File: config.mk
export PLATFORM = sky130hd
export DESIGN_NAME = writeback_arbiter
export DESIGN_NICKNAME = d
export VERILOG_FILES = /design/src/rtl/writeback_arbiter.sv
export SDC_FILE = /design/constraint.sdc
export NUM_CORES = 1
export LEC_CHECK = 0
export BUFFER_PORTS_ARGS = -buffer_cell sky130_fd_sc_hd__buf_2
export CORE_ASPECT_RATIO = 0.8
export CORE_MARGIN = 2
export CORE_UTILIZATION = 49
export CTS_BUF_LIST = sky130_fd_sc_hd__clkbuf_16
export DETAILED_ROUTE_END_ITERATION = 10
export PLACE_DENSITY = 0.78
export SETUP_SLACK_MARGIN = 0.05
export SYNTH_ARGS = -nofsm -noshare
export SYNTH_HDL_FRONTEND = slang
export SYNTH_SLANG_ARGS = --single-unit
File: constraint.sdc
create_clock -name clk_i -period 3.2 [get_ports clk_i]
set_input_delay 0.48 -clock clk_i [delete_from_list [all_inputs] [get_ports clk_i]]
set_output_delay 0.48 -clock clk_i [all_outputs]
set_load 0.02 [all_outputs]
File: src/rtl/writeback_arbiter.sv
// Writeback arbiter: merges in-order pipeline writes with a one-entry
// buffered multi-cycle (MDU) result onto a single registered RF write port.
// Ports: clk_i, rst_i (async, active-high)
//   pipe_write_i / pipe_stall_o : pipeline write request and stall
//   mdu_valid_i, mdu_rd_address_i, mdu_data_i / mdu_ready_o : MDU handshake
//   mdu_pending_o : buffered MDU result waiting
//   write_o : registered register-file write
package wb_pkg;
  typedef logic [4:0] register_t;
  typedef struct packed {
    logic      write_enable;
    register_t rd_address;
    logic [31:0] data;
  } register_file_write_t;
endpackage

module writeback_arbiter
  import wb_pkg::*;
#(
  parameter int unsigned STARVE_LIMIT = 4
) (
  input  logic                 clk_i,
  input  logic                 rst_i,
  input  register_file_write_t pipe_write_i,
  output logic                 pipe_stall_o,
  input  logic                 mdu_valid_i,
  input  register_t            mdu_rd_address_i,
  input  logic [31:0]          mdu_data_i,
  output logic                 mdu_ready_o,
  output logic                 mdu_pending_o,
  output register_file_write_t write_o
);

  typedef enum logic [1:0] {
    EMPTY  = 2'd0,
    HELD   = 2'd1,
    FORCED = 2'd2
  } state_t;

  localparam logic [3:0] LIMIT = 4'(STARVE_LIMIT);

  state_t      state;
  state_t      state_next;
  logic [3:0]  wait_count;
  register_t   buf_addr;
  logic [31:0] buf_data;

  logic pipe_req;
  logic grant_pipe;
  logic grant_buf;
  logic load_buf;

  // rd == 0 is a non-request: it can neither win nor be stalled
  assign pipe_req = pipe_write_i.write_enable &&
                    (pipe_write_i.rd_address != '0);

  assign load_buf = (state == EMPTY) && mdu_valid_i &&
                    (mdu_rd_address_i != '0);

  always_ff @(posedge clk_i or posedge rst_i) begin
    if (rst_i) begin
      state <= EMPTY;
    end else begin
      state <= state_next;
    end
  end

  always_comb begin
    state_next = state;
    unique case (state)
      EMPTY: begin
        if (load_buf) state_next = HELD;
      end
      HELD: begin
        if (!pipe_req) state_next = EMPTY;
        else if (wait_count + 4'd1 == LIMIT) state_next = FORCED;
      end
      FORCED: state_next = EMPTY;
      default: state_next = EMPTY;
    endcase
  end

  always_comb begin
    grant_pipe    = 1'b0;
    grant_buf     = 1'b0;
    mdu_ready_o   = (state == EMPTY);
    mdu_pending_o = (state != EMPTY);
    unique case (state)
      EMPTY: grant_pipe = pipe_req;
      HELD: begin
        grant_pipe = pipe_req;
        grant_buf  = !pipe_req;
      end
      FORCED: grant_buf = 1'b1;
      default: ;
    endcase
    pipe_stall_o = pipe_req && grant_buf;
  end

  // Starvation counter only advances while the buffer loses to the pipe
  always_ff @(posedge clk_i or posedge rst_i) begin
    if (rst_i) begin
      wait_count <= '0;
    end else if (state_next == EMPTY || load_buf) begin
      wait_count <= '0;
    end else if (state == HELD && pipe_req) begin
      wait_count <= wait_count + 4'd1;
    end
  end

  always_ff @(posedge clk_i or posedge rst_i) begin
    if (rst_i) begin
      buf_addr <= '0;
      buf_data <= '0;
    end else if (load_buf) begin
      buf_addr <= mdu_rd_address_i;
      buf_data <= mdu_data_i;
    end
  end

  always_ff @(posedge clk_i or posedge rst_i) begin
    if (rst_i) begin
      write_o <= '0;
    end else if (grant_pipe) begin
      write_o <= '{1'b1, pipe_write_i.rd_address, pipe_write_i.data};
    end else if (grant_buf) begin
      write_o <= '{1'b1, buf_addr, buf_data};
    end else begin
      write_o <= '0;
    end
  end

endmodule

# [After elaboration in Yosys (flattened, before gate mapping)]
# Cells that the tools add are included.
[totals] register_bits=81 in_bits=78 word_cells=35
[classes] n_addsub=1 n_eq_ne=3 n_mux=10 reduce_logical=14
[op_table] operator="2-to-1 mux 38 bit" n=2
[op_table] operator="nonzero test 5 bit" n=2
[op_table] operator="2-to-1 mux 4 bit" n=2
[op_table] operator="2-to-1 mux 2 bit" n=3
[op_table] operator="logical AND 1 bit" n=5
[op_table] operator="adder 4 x 1 -> 4 bit (second input constant)" n=1
[op_table] operator="equality test 4 x 3 -> 1 bit (second input constant)" n=1
[op_table] operator="zero test 2 bit" n=2
[op_table] operator="case mux 2 bit (2 select lines)" n=1
[op_table] operator="nonzero test 2 bit" n=2
[op_table] operator="equality test 2 x 1 -> 1 bit (second input constant)" n=1
[op_table] operator="equality test 2 bit (second input constant)" n=1
[op_table] operator="case mux 1 bit (2 select lines)" n=1
[op_table] operator="OR reduction 2 bit" n=1
[op_table] operator="zero test 1 bit" n=1
[op_table] operator="logical OR 1 bit" n=1
[op_table] operator="2-to-1 mux 1 bit" n=1

# [Longest topological paths before layout]
[logic_depth] ltp_word=8 ltp_mapped=8 depth_no_buf=6

# [Worst setup path after synthesis]
# No wires, ideal clock.
[synth_timing] kind="flip-flop to flip-flop" from="register state[0]" to="register write_o[2] in the netlist's numbering" setup_ns=0.077 t_arrival_ns=1.865 setup_slack_ns=1.257 path_stages_with_launch=8 n_path_buf=1 cell_sequence="dfrtp_1 -> inv_1 -> ha_1 -> o21a_1 -> o21a_1 -> buf_1 -> nand2_1 -> a21oi_1"
[synth_via] elab_chain_cells=4 word_cells_on_any_way=8 classes_between="2 x eq/ne; 4 x mux; 2 x reduce/logical"
[synth_lines] item="from (decl)" line="42" source="state_t state;"
[synth_lines] item="from (signal assigned)" line="64" source="state <= state_next;"
[synth_lines] item="zero test 2 bit"
[synth_lines] item="net mdu_ready_o" line="29" source="output logic mdu_ready_o,"
[synth_lines] item="OR reduction 2 bit (no line)"
[synth_lines] item="2-to-1 mux 1 bit" line="88" source="unique case (state)"
[synth_lines] item="2-to-1 mux 38 bit" line="124" source="end else if (grant_pipe) begin"
[synth_lines] item="to (signal assigned)" line="125" source="write_o <= '{1'b1, pipe_write_i.rd_address, pipe_write_i.data};"
[synth_lines] item="to (signal assigned)" line="127" source="write_o <= '{1'b1, buf_addr, buf_data};"
[synth_lines] item="to (decl)" line="31" source="output register_file_write_t write_o"
# The timed path passes the listed nets, and every way through them passes these cells.
# A chain may end at the register's enable or synchronous reset.

# [Final worst setup path]
[layout_timing] from="register state[0]" to="register buf_data[5]"
[layout_via] elab_chain_cells=3
[layout_lines] item="zero test 2 bit" line="57" source="assign load_buf = (state == EMPTY) && mdu_valid_i &&"
[layout_lines] item="logical AND 1 bit (2 in series)" line="57"
[layout_lines] item="to (signal assigned)" line="117" source="buf_data <= mdu_data_i;"
[layout_lines] item="to (decl)" line="46" source="logic [31:0] buf_data;"
# Every way passes these cells.

==> summary by stage <==
Finish
The number of antenna diodes in the final layout is 0. In the layout the commonest cells are sky130_fd_sc_hd__buf_2, sky130_fd_sc_hd__dfrtp_1, sky130_fd_sc_hd__nand2_1. For this run, the post-layout net count is ~480. Across the whole layout, storage elements account for between 0.002 and 0.0025 mm². The area added between synthesis and finish is 29.14%. The share of cells above drive strength 1 is 44.67%. The most common library cell in the layout ignoring fill and taps is sky130_fd_sc_hd__buf_2. The multi-input combinational cells in the finished layout cover a total of about 0.0012 mm². For this run, the share of the core covered by cells in the final layout is between 60% and 70%. The fill cell total of the finished layout is 528.

GRT
The number of global-route vias before repair is between 2k and 3k. The pin count of the biggest net entering global routing is 64. For this run the aggregate overflow at the end of global routing stands at 0. Across every metal layer, demand over resource in global routing totals approximately a fifth. The number of antenna violations at the first check in global routing was 0. The first global-routing pass estimated about 12000 µm of wire.

Pwr
Sequential cells account for between 30% and 40% of the total power. In this run the power spent charging and discharging nets is roughly 1.5 mW. The worst-case IR drop observed on VDD is a little under 600 µV. Dividing total power by cell area gives a power density of just over 1000 mW/mm². The combinational share of power is a little over a third. The internal power of the cells totals 2.911 mW. Summed over all cells, the static leakage comes to roughly 2.2 nW. Net switching is about 34% of the power. The clock group share of total power is about a quarter.

Die
Measured along the y axis, the die boundary spans approximately 80 µm. The floorplan has 26 rows. The die covers approximately 0.0075 mm². The initial utilization of the core area, before any placement, comes to just over 50%. roughly 120 I/O pins were placed. The placeable core area is 0.006474 mm².

The die span in x is about 96 µm.

Route
The routed design uses between 3000 and 4000 µm of met2 wire. Once detail routing completed, the nets flagged for antenna violations numbered 0. The routed metal-1 wire length is around 3200 µm. The number of DRC markers after the initial detailed-route iteration is 134.

The number of search-and-repair iterations in the first detailed-routing pass is 5. The final routed DRC violation total is 0. In the detailed route, the total length drawn on met3 is 592 µm. In the final routed layout, each cell accounts on average for approximately 15 µm. The final layout contains routed wiring with a total length of about 7400 µm.

Dividing the detail-routed via count by the number of cells gives slightly above 5. The top layer reached by signal wires is met4. The final route contains approximately 2.5k vias.

Worst setup path
The startpoint of the worst-slack reg-to-reg timing path is state[0]. The highest-delay cell along the critical path is sky130_fd_sc_hd__o211a_1. Tracing the worst setup path back leads to its startpoint at state[0]. Data arrives at the worst endpoint at about 2700 ps. Walking the worst path, the cells encountered are inv_1 > ha_1 > o211a_1 > buf_4 > mux2_2. The worst endpoint required time is ~3400 ps.

The kind of cell with the highest combined delay on the critical path is compound AO/OA/AOI/OAI gates. In this run the number of cells on the critical path is 5. The critical path contains buffers and inverters numbering 2 combined. The critical path ends at buf_data[5]. Of all nets on the critical path, the largest fanout is 21. In this design, the stage delay of the slowest critical-path cell is 760 ps.

The worst setup path is launched from a flip-flop. In this run the register-to-register setup slack is between 700 and 800 ps. The worst setup path is captured at a flip-flop. The category of the critical setup timing path is reg -> reg.

The reg-to-reg endpoint is buf_data[5]. The cell depth of the worst flop-to-flop path is 5.

Clock network
The clock tree root buffer cell is sky130_fd_sc_hd__clkbuf_16. The number of setup buffers added after CTS is 0. Buffers inserted during clock tree synthesis total 9. The TritonCTS clock tree is done. The worst-case clock buffer depth is 2. For this design, the sink count on the clock tree is 81. Post-CTS repair changed the size of 0 cells. The count of hold-fix buffers inserted at cts is 0. The CTS clock-pin slew for the worst setup and hold paths is ~60 ps. For the worst-skew pair, the clock arrives at the later sink with an insertion delay of 320 ps. The number of H-tree levels is 3.

Yosys
The net count after synthesis is around 360. Each instance of the synthesized netlist takes up on average ~12 µm². The share of synthesized registers carrying an async set or reset is 100.0%. The gate count of the mapped netlist is 279.

The flip-flop and latch count after synthesis is 81. In the synthesized netlist the dominant register cell turns out to be sky130_fd_sc_hd__dfrtp_1. The number of distinct standard cells referenced by the synthesized netlist is 33. The netlist area before placement is about 0.0033 mm². For this run, the register share of the synthesized area comes to around three fifths.

The number of flops mapped to enable cells by yosys is 0. The number of warnings issued by yosys is 0.

STA
The worst path uses 77.09% of the clock period. Measured against its own limit, the worst slew margin works out to between 30% and 40%. Setup repair after global routing left no endpoint under its margin. Setup violations remaining at the end of the flow were counted as 0. The count of final hold-check violations is 0.

The final period demand of the worst path is between 2000 and 2500 ps. The number of slew-limit violations in the final report is 0. The clock arrives with roughly 3.4 ps of skew. The achievable clock frequency is roughly 0.41 GHz. Hold timing on the final database bottoms out at a slack of ~380 ps. For the pin with the worst max-slew slack, the measured transition is 1033 ps. For the final routed database, the setup TNS stands at 0 ps.

Placement
The total half-perimeter wirelength after legalization and detailed placement is ~5200 µm. The number of input and output port buffers inserted is approximately 120. Routability-driven placement finished with a final weighted congestion of 0.8264.

Outcome
The flow ran to the end, and the final reports show no timing, DRC or antenna violations.

Run
The max-cap check violation count is 0.

Hold path
The path class of the tightest hold or removal check is in -> async.
[registers in the layout, indices dropped and copies added, names as in the netlist]
| register | count |
|---|---|
| buf_addr | 5 |
| buf_data | 32 |
| state | 2 |
| wait_count | 4 |
| write_o | 38 |
[cell families after synthesis]
| logic type | Yosys count | share of synthesized area, % |
|---|---|---|
| AND/OR/NAND/NOR | 81 | 9.549 |
| buffers and inverters | 20 | 4.248 |
| multiplexers | 37 | 12.82 |
| adder cells (fa/ha/maj) | 4 | 1.504 |
| AO/OA/AOI/OAI | 54 | 10.45 |
| XOR/XNOR | 2 | 0.5264 |
| flip-flops | 81 | 60.90 |
[cell usage after synthesis (2+ instances only)]
master / count / area (µm²)
sky130_fd_sc_hd__o21a_1: 3 / 22.52
sky130_fd_sc_hd__or4_1: 2 / 15.01
sky130_fd_sc_hd__ha_1: 4 / 50.05
sky130_fd_sc_hd__inv_1: 5 / 18.77
sky130_fd_sc_hd__clkbuf_1: 2 / 7.510
sky130_fd_sc_hd__nand2_1: 66 / 247.7
sky130_fd_sc_hd__buf_2: 2 / 10.01
sky130_fd_sc_hd__a21oi_1: 33 / 165.2
sky130_fd_sc_hd__xor2_1: 2 / 17.52
sky130_fd_sc_hd__nor2_1: 10 / 37.54
sky130_fd_sc_hd__buf_6: 7 / 78.83
sky130_fd_sc_hd__mux2_2: 33 / 371.6
sky130_fd_sc_hd__buf_4: 3 / 22.52
sky130_fd_sc_hd__o21ai_0: 2 / 10.01
sky130_fd_sc_hd__mux2_4: 3 / 45.04
sky130_fd_sc_hd__dfrtp_1: 81 / 2027
sky130_fd_sc_hd__a22oi_1: 5 / 37.54
[worst register-to-register path: stages, from the launching register on]
cell and delay (ps):
sky130_fd_sc_hd__dfrtp_1 420, sky130_fd_sc_hd__inv_1 120, sky130_fd_sc_hd__ha_1 300, sky130_fd_sc_hd__o211a_1 760, sky130_fd_sc_hd__buf_4 390, sky130_fd_sc_hd__mux2_2 370
[routing by layer]
layer	track usage, %	vias to the layer above
met3	7.379	7
met2	33.26	90
li1	-	1189
met1	28.10	1173
met5	0	-
met4	6.143	0
[area by class of cell]
class | instances | area share [%]
Inverter | 5 | 0.4658
Tap cell | 84 | 2.445
Clock inverter | 6 | 2.504
Clock buffer | 9 | 5.240
Timing Repair Buffer | 124 | 15.08
Multi-Input combinational cell | 178 | 27.10
Sequential cell | 81 | 47.16
[per-stage QoR]
stage / instance area (µm²) / power [mW] / setup slack, ps / std cells
after CTS: 4298 / 4.481 / 714.4 / 487
after detailed placement: 3965 / 3.325 / 641.2 / 472
after floorplan: 3328 / 2.850 / 639.9 / 279
after global placement: 3965 / 3.262 / 732.0 / 472
after global routing: 4298 / 4.729 / 534.0 / 487
final: 4298 / 4.431 / 733.2 / 487
[power by group through the flow]
stage / logic, mW / clock network [mW] / registers (mW)
after floorplan: 0.865 / 0 / 1.99
after global placement: 1.57 / 0 / 1.69
after detailed placement: 1.62 / 0 / 1.71
after CTS: 1.62 / 1.16 / 1.70
after global routing: 1.76 / 1.21 / 1.76
final: 1.60 / 1.14 / 1.69
[worst min path at each step]
stage,start,cells after the start,slack [ps],to
2_1_floorplan,buf_addr[3],1,470,buf_addr[3]
3_3_place_gp,buf_data[17],1,490,buf_data[17]
3_5_place_dp,buf_data[10],1,490,buf_data[10]
4_1_cts,pipe_write_i[7],3,370,write_o[7]
5_1_grt,mdu_data_i[13],2,380,buf_data[13]
6_report,rst_i,2,380,write_o[0]
Power figures use the tool's default switching activity.
